### config.mk
export PLATFORM = sky130hd
export DESIGN_NAME = cpu_run_ctrl
export DESIGN_NICKNAME = d
export VERILOG_FILES = /design/src/rtl/cpu_run_ctrl.sv
export SDC_FILE = /design/constraint.sdc
export NUM_CORES = 1
export LEC_CHECK = 0
export BUFFER_PORTS_ARGS = -buffer_cell sky130_fd_sc_hd__buf_2
export CORE_UTILIZATION = 50
export DETAILED_ROUTE_END_ITERATION = 8
export PLACE_DENSITY_LB_ADDON = 0.25
export SKIP_LAST_GASP = 1
export SYNTH_ARGS = -nofsm -noshare
export SYNTH_HDL_FRONTEND = slang
export SYNTH_SLANG_ARGS = --single-unit
### constraint.sdc
create_clock -name clk -period 3.2 [get_ports clk]
set_clock_uncertainty 0.15 [all_clocks]
set_input_delay 0.8 -clock clk [delete_from_list [all_inputs] [get_ports clk]]
set_output_delay 0.8 -clock clk [all_outputs]
set_load 0.01 [all_outputs]
### src/rtl/cpu_run_ctrl.sv
`default_nettype none
// ============================================================================
// Module  : cpu_run_ctrl
// Desc    : Load/run/halt sequencer for the single-cycle RISC-V CPU.
//           Optional macro SINGLE_STEP_EN adds step_mode/step control.
// Rev     : 1.0
// ============================================================================
module cpu_run_ctrl #(
  parameter int          AW          = 10,
  parameter logic [31:0] MAX_CYCLES  = 32'd1000000,
  parameter logic [31:0] EBREAK_WORD = 32'h00100073
) (
  input  logic          clk,
  input  logic          reset,
  input  logic          start,
  input  logic [AW-1:0] load_len,
  input  logic          rx_valid,
  input  logic [7:0]    rx_data,
  output logic          rx_ready,
  output logic          imem_we,
  output logic [AW-1:0] imem_addr,
  output logic [31:0]   imem_wdata,
  output logic          cpu_reset,
  output logic          cpu_en,
  input  logic [31:0]   instr,
`ifdef SINGLE_STEP_EN
  input  logic          step_mode,
  input  logic          step,
`endif
  output logic          busy,
  output logic          done,
  output logic          timeout,
  output logic [31:0]   cycle_count
);

  typedef enum logic [1:0] {
    S_IDLE = 2'd0,
    S_LOAD = 2'd1,
    S_RUN  = 2'd2,
    S_HALT = 2'd3
  } state_t;

  state_t        r_state;
  logic [AW-1:0] r_len;
  logic [AW-1:0] r_idx;
  logic [1:0]    r_lane;
  logic [23:0]   r_partial;
  logic          r_we;
  logic [AW-1:0] r_addr;
  logic [31:0]   r_wdata;
  logic [31:0]   r_count;
  logic          r_timeout;

  logic          w_is_ebreak;
  logic          w_words_left;
  logic          w_step_ok;
  logic [31:0]   w_count_next;

  assign w_is_ebreak  = (instr == EBREAK_WORD);
  assign w_words_left = (r_idx != r_len);

`ifdef SINGLE_STEP_EN
  logic r_step_prev;

  always_ff @(posedge clk or negedge reset) begin
    if (!reset) r_step_prev <= 1'b0;
    else        r_step_prev <= step;
  end

  // In step mode only a fresh rising edge of step lets the CPU advance once.
  assign w_step_ok = !step_mode || (step && !r_step_prev);
`else
  assign w_step_ok = 1'b1;
`endif

  assign cpu_en       = (r_state == S_RUN) && !w_is_ebreak && w_step_ok;
  assign w_count_next = (cpu_en && (r_count != 32'hFFFF_FFFF)) ? r_count + 32'd1 : r_count;

  always_ff @(posedge clk or negedge reset) begin
    if (!reset) begin
      r_state   <= S_IDLE;
      r_len     <= '0;
      r_idx     <= '0;
      r_lane    <= 2'd0;
      r_partial <= 24'd0;
      r_we      <= 1'b0;
      r_addr    <= '0;
      r_wdata   <= 32'd0;
      r_count   <= 32'd0;
      r_timeout <= 1'b0;
    end else begin
      r_we <= 1'b0;
      case (r_state)
        S_IDLE, S_HALT: begin
          if (start) begin
            r_len     <= load_len;
            r_idx     <= '0;
            r_lane    <= 2'd0;
            r_count   <= 32'd0;
            r_timeout <= 1'b0;
            r_state   <= S_LOAD;
          end
        end
        S_LOAD: begin
          // Leaving only once the index has caught up puts the last write
          // cycle inside LOAD, so cpu_reset drops one cycle after it.
          if (!w_words_left) begin
            r_state <= S_RUN;
          end else if (rx_valid) begin
            if (r_lane == 2'd3) begin
              r_we    <= 1'b1;
              r_addr  <= r_idx;
              r_wdata <= {rx_data, r_partial};
              r_idx   <= r_idx + 1'b1;
              r_lane  <= 2'd0;
            end else begin
              case (r_lane)
                2'd0:    r_partial[7:0]   <= rx_data;
                2'd1:    r_partial[15:8]  <= rx_data;
                default: r_partial[23:16] <= rx_data;
              endcase
              r_lane <= r_lane + 2'd1;
            end
          end
        end
        S_RUN: begin
          r_count <= w_count_next;
          if (w_is_ebreak) begin
            r_timeout <= 1'b0;
            r_state   <= S_HALT;
          end else if (w_count_next >= MAX_CYCLES) begin
            r_timeout <= 1'b1;
            r_state   <= S_HALT;
          end
        end
        default: r_state <= S_IDLE;
      endcase
    end
  end

  assign rx_ready    = (r_state == S_LOAD) && w_words_left;
  assign imem_we     = r_we;
  assign imem_addr   = r_addr;
  assign imem_wdata  = r_wdata;
  assign cpu_reset   = (r_state == S_IDLE) || (r_state == S_LOAD);
  assign busy        = (r_state == S_LOAD) || (r_state == S_RUN);
  assign done        = (r_state == S_HALT);
  assign timeout     = r_timeout;
  assign cycle_count = r_count;

endmodule
`default_nettype wire

==> flow_summary.toml <==
[final_layout]
area_delta_synth_final_pct = 31.5
layoutNonFillerInstCount = 1061
drive_gt1_frac = 0.360
antennaDiodeCount = 0
layout.nets = 941
fin_util = 0.676
final_area_um2 = 8530

[clocking]
numCtsBuffers = 17
cts.htree.levels = 4
clk_latency_ns = 0.42
clockBufferDepth = 2
cts-root-buf = "clkbuf_16"
clock_sinks = 124
path_clk_slew_ns = 0.06
cts_tree = "built"

[power_and_ir_drop]
vdd_drop_max_uv = 379
pwr_density_cell_nw_per_um2 = 683
p_leak_nw = 4.26

[synth]
synth-main-ff-cell = "dfrtp_1"
synth_compound_area_frac = 0.127
synth.net_count = 743
synth_edf_count = 0
synth.largest_area_cell = "dfrtp_1"
synth_top_area_share = 0.478
syn_inst = 678
ys_warn_count = 0
syn_avg_cell_area_um2 = 9.57
synth_seq_area_share = 0.478
synth_xor_area_frac = 0.0365
synth_adder_area_share = 0.0212
yosys-top-cells-area = "dfrtp_1 48%, nand2_1 7.9%, mux2_2 7.6%"
muxShareOfSynthArea = 0.0827
synth_cell_types = 62
synth_top_family_by_area = "simple AND/OR/NAND/NOR gates"
synth_seq_cells = 124
async_reset_ff_frac = 1.00
syn-cell-area_um2 = 6490
synthSimpleGateAreaFrac = 0.224

[placement]
post-place-cells = 1022
place_area_um2 = 7830
hpwl_mm = 12.8
place.gp.congestion = 0.910
portBuffers = 134

[detailed_routing]
wl_per_cell_um = 16.9
wl_mm = 17.9
drtIter0Drc = 421
vias = 5996
postRouteAntennaNets = 0
vias_per_cell = 5.65
drc = 0
firstDrtPassIters = 5

[floorplan]
core_area_um2 = 12600
die_h_um = 116
num_io_pins = 135
initial_utilization = 0.514
dieArea_um2 = 13400
std_cell_rows = 41
die_w_um = 116

[critical_path]
worstReg2RegEnd = "timeout$_DFFE_PN0P_"
critPathCaptureType = "flip-flop"
critPathMaxFanout = 5
required_ns = 3.35
critPathKind = "flip-flop to flip-flop"
r2r_cells = 11
worstPathArrival_ns = 3.34
rr_startpoint = "cycle_count[1]$_DFFE_PN0P_"
crit_path_start_kind = "flip-flop"
ff2ff_setup_slack_ns = 0.005

[global_route]
antenna_found_initial = 0
grt_remaining_overflow = 0
grt_pass1_wl_mm = 28.5
track_usage = 0.277
first_global_vias = 5714
grt_max_degree = 51

[outcome]
outcome = "complete, no violations"

[hold_path]
hp-class = "primary input to async pin"

[sta]
slew_violations = 0
tightestPinTransition_ns = 0.520
rsz0062_at_grt = "yes"
finalHoldViolCount = 0
max_freq_mhz = 313
finalCritPeriodShare = 0.999
slew_headroom = 0.652
holdWs_ns = 0.161
period_needed_ns = 3.20
fin_setup_tns_ns = 0
setup_viol = 0

[job]
cap_violations = 0
state kept, by name, indices dropped and copies added (netlist names):
signal / cells
r_lane: 2
imem_wdata: 32
r_len: 10
cycle_count: 32
imem_we: 1
r_partial: 24
r_idx: 10
imem_addr: 10
timeout: 1
r_state: 2
metrics by stage:
stage | total power [W] | worst slack, ns
floorplan | 0.00320 | 0.00569
global placement | 0.00380 | -0.101
detailed placement | 0.00389 | -0.192
CTS | 0.00585 | 0.00292
global route | 0.00614 | -0.0622
finish | 0.00582 | 0.00467
cell usage after synthesis, drive strengths merged (12+ instances only):
cell type / number
nand3: 19
mux2: 45
nand4: 25
xor2: 13
dfrtp: 124
xnor2: 14
o21ai: 44
nor2: 42
nand2: 139
inv: 12
nor4: 15
a21oi: 22
clkbuf: 28
report_power, final:
part / leakage, nW / internal (W) / switching [W] / total [W]
clock network: 0.291 / 0.00124 / 0.000692 / 0.00193
registers: 1.66 / 0.00194 / 0.000229 / 0.00217
logic: 2.31 / 0.000786 / 0.000940 / 0.00173
total: 4.26 / 0.00396 / 0.00186 / 0.00582
cell usage in the layout, fill, tap and decap left out, types with 3 or more instances in the layout:
cell type / instances
nand2_1: 137
buf_2: 133
dfrtp_1: 122
buf_4: 82
mux2_2: 44
nor2_1: 42
o21ai_0: 42
nand4_1: 24
a21oi_1: 22
nand3_1: 19
clkbuf_16: 17
xnor2_1: 14
xor2_1: 13
inv_1: 11
a31oi_1: 11
nor4_1: 10
ha_1: 10
and3_1: 9
o41ai_1: 8
o31ai_1: 7
nor2b_1: 6
nor3_1: 6
and2_1: 6
nand2b_1: 5
and4_1: 5
nor4_2: 4
clkinv_2: 4
nor4b_1: 3
a21o_1: 3
o22ai_1: 3
a22o_1: 3
or4_4: 3
mux2i_1: 3
or3_1: 3
o211ai_1: 3
bufinv_16: 3
clkbuf_1: 3
clkinv_4: 3
cell type report:
class	instances	area, um2
fill	1022	4090
multi-input combinational	504	3250
sequential	124	3110
timing repair buffer	217	1320
clock buffer	21	450
tap	172	215
clock inverter	11	144
inverter	12	45.0
metal layers:
layer	track usage	routed length [um]	vias to the layer above
li1	-	-	2817
met1	0.335	7540	2921
met2	0.479	8930	211
met3	0.0628	898	47
met4	0.114	533	0
met5	0	0	-
how the worst max path moves through the flow:
stage	start	end	cells past startpoint
after global routing	cycle_count[1]$_DFFE_PN0P_	timeout$_DFFE_PN0P_	11
after CTS	cycle_count[0]$_DFFE_PN0P_	timeout$_DFFE_PN0P_	11
after floorplan	cycle_count[2]$_DFFE_PN0P_	timeout$_DFFE_PN0P_	10
after global placement	instr[6]	timeout$_DFFE_PN0P_	11
after detailed placement	instr[24]	timeout$_DFFE_PN0P_	12
final	cycle_count[1]$_DFFE_PN0P_	timeout$_DFFE_PN0P_	11
critical path: stages (launching register included):
cell and delay (ns):
dfrtp_1 0.43, ha_2 0.21, nand4_1 0.11, nor4_1 0.08, buf_4 0.17, and2_1 0.20
or4b_4 0.53, or3_4 0.38, o2111a_2 0.17, o211ai_4 0.22, a211oi_2 0.10, mux2_1 0.32
what timing repair did:
item	in CTS	in global routing
buffers inserted	2	5
pin swaps	4	10
resized for setup	0	10
endpoints found under the setup margin	1	3
hold buffers	0	0
cell families after synthesis:
family | count (synthesis)
simple gates | 295
flops | 124
compound gates | 123
buf+inv | 50
mux | 48
xor+xnor | 27
fa+ha+maj | 11
(Power assumes the default switching activity.)
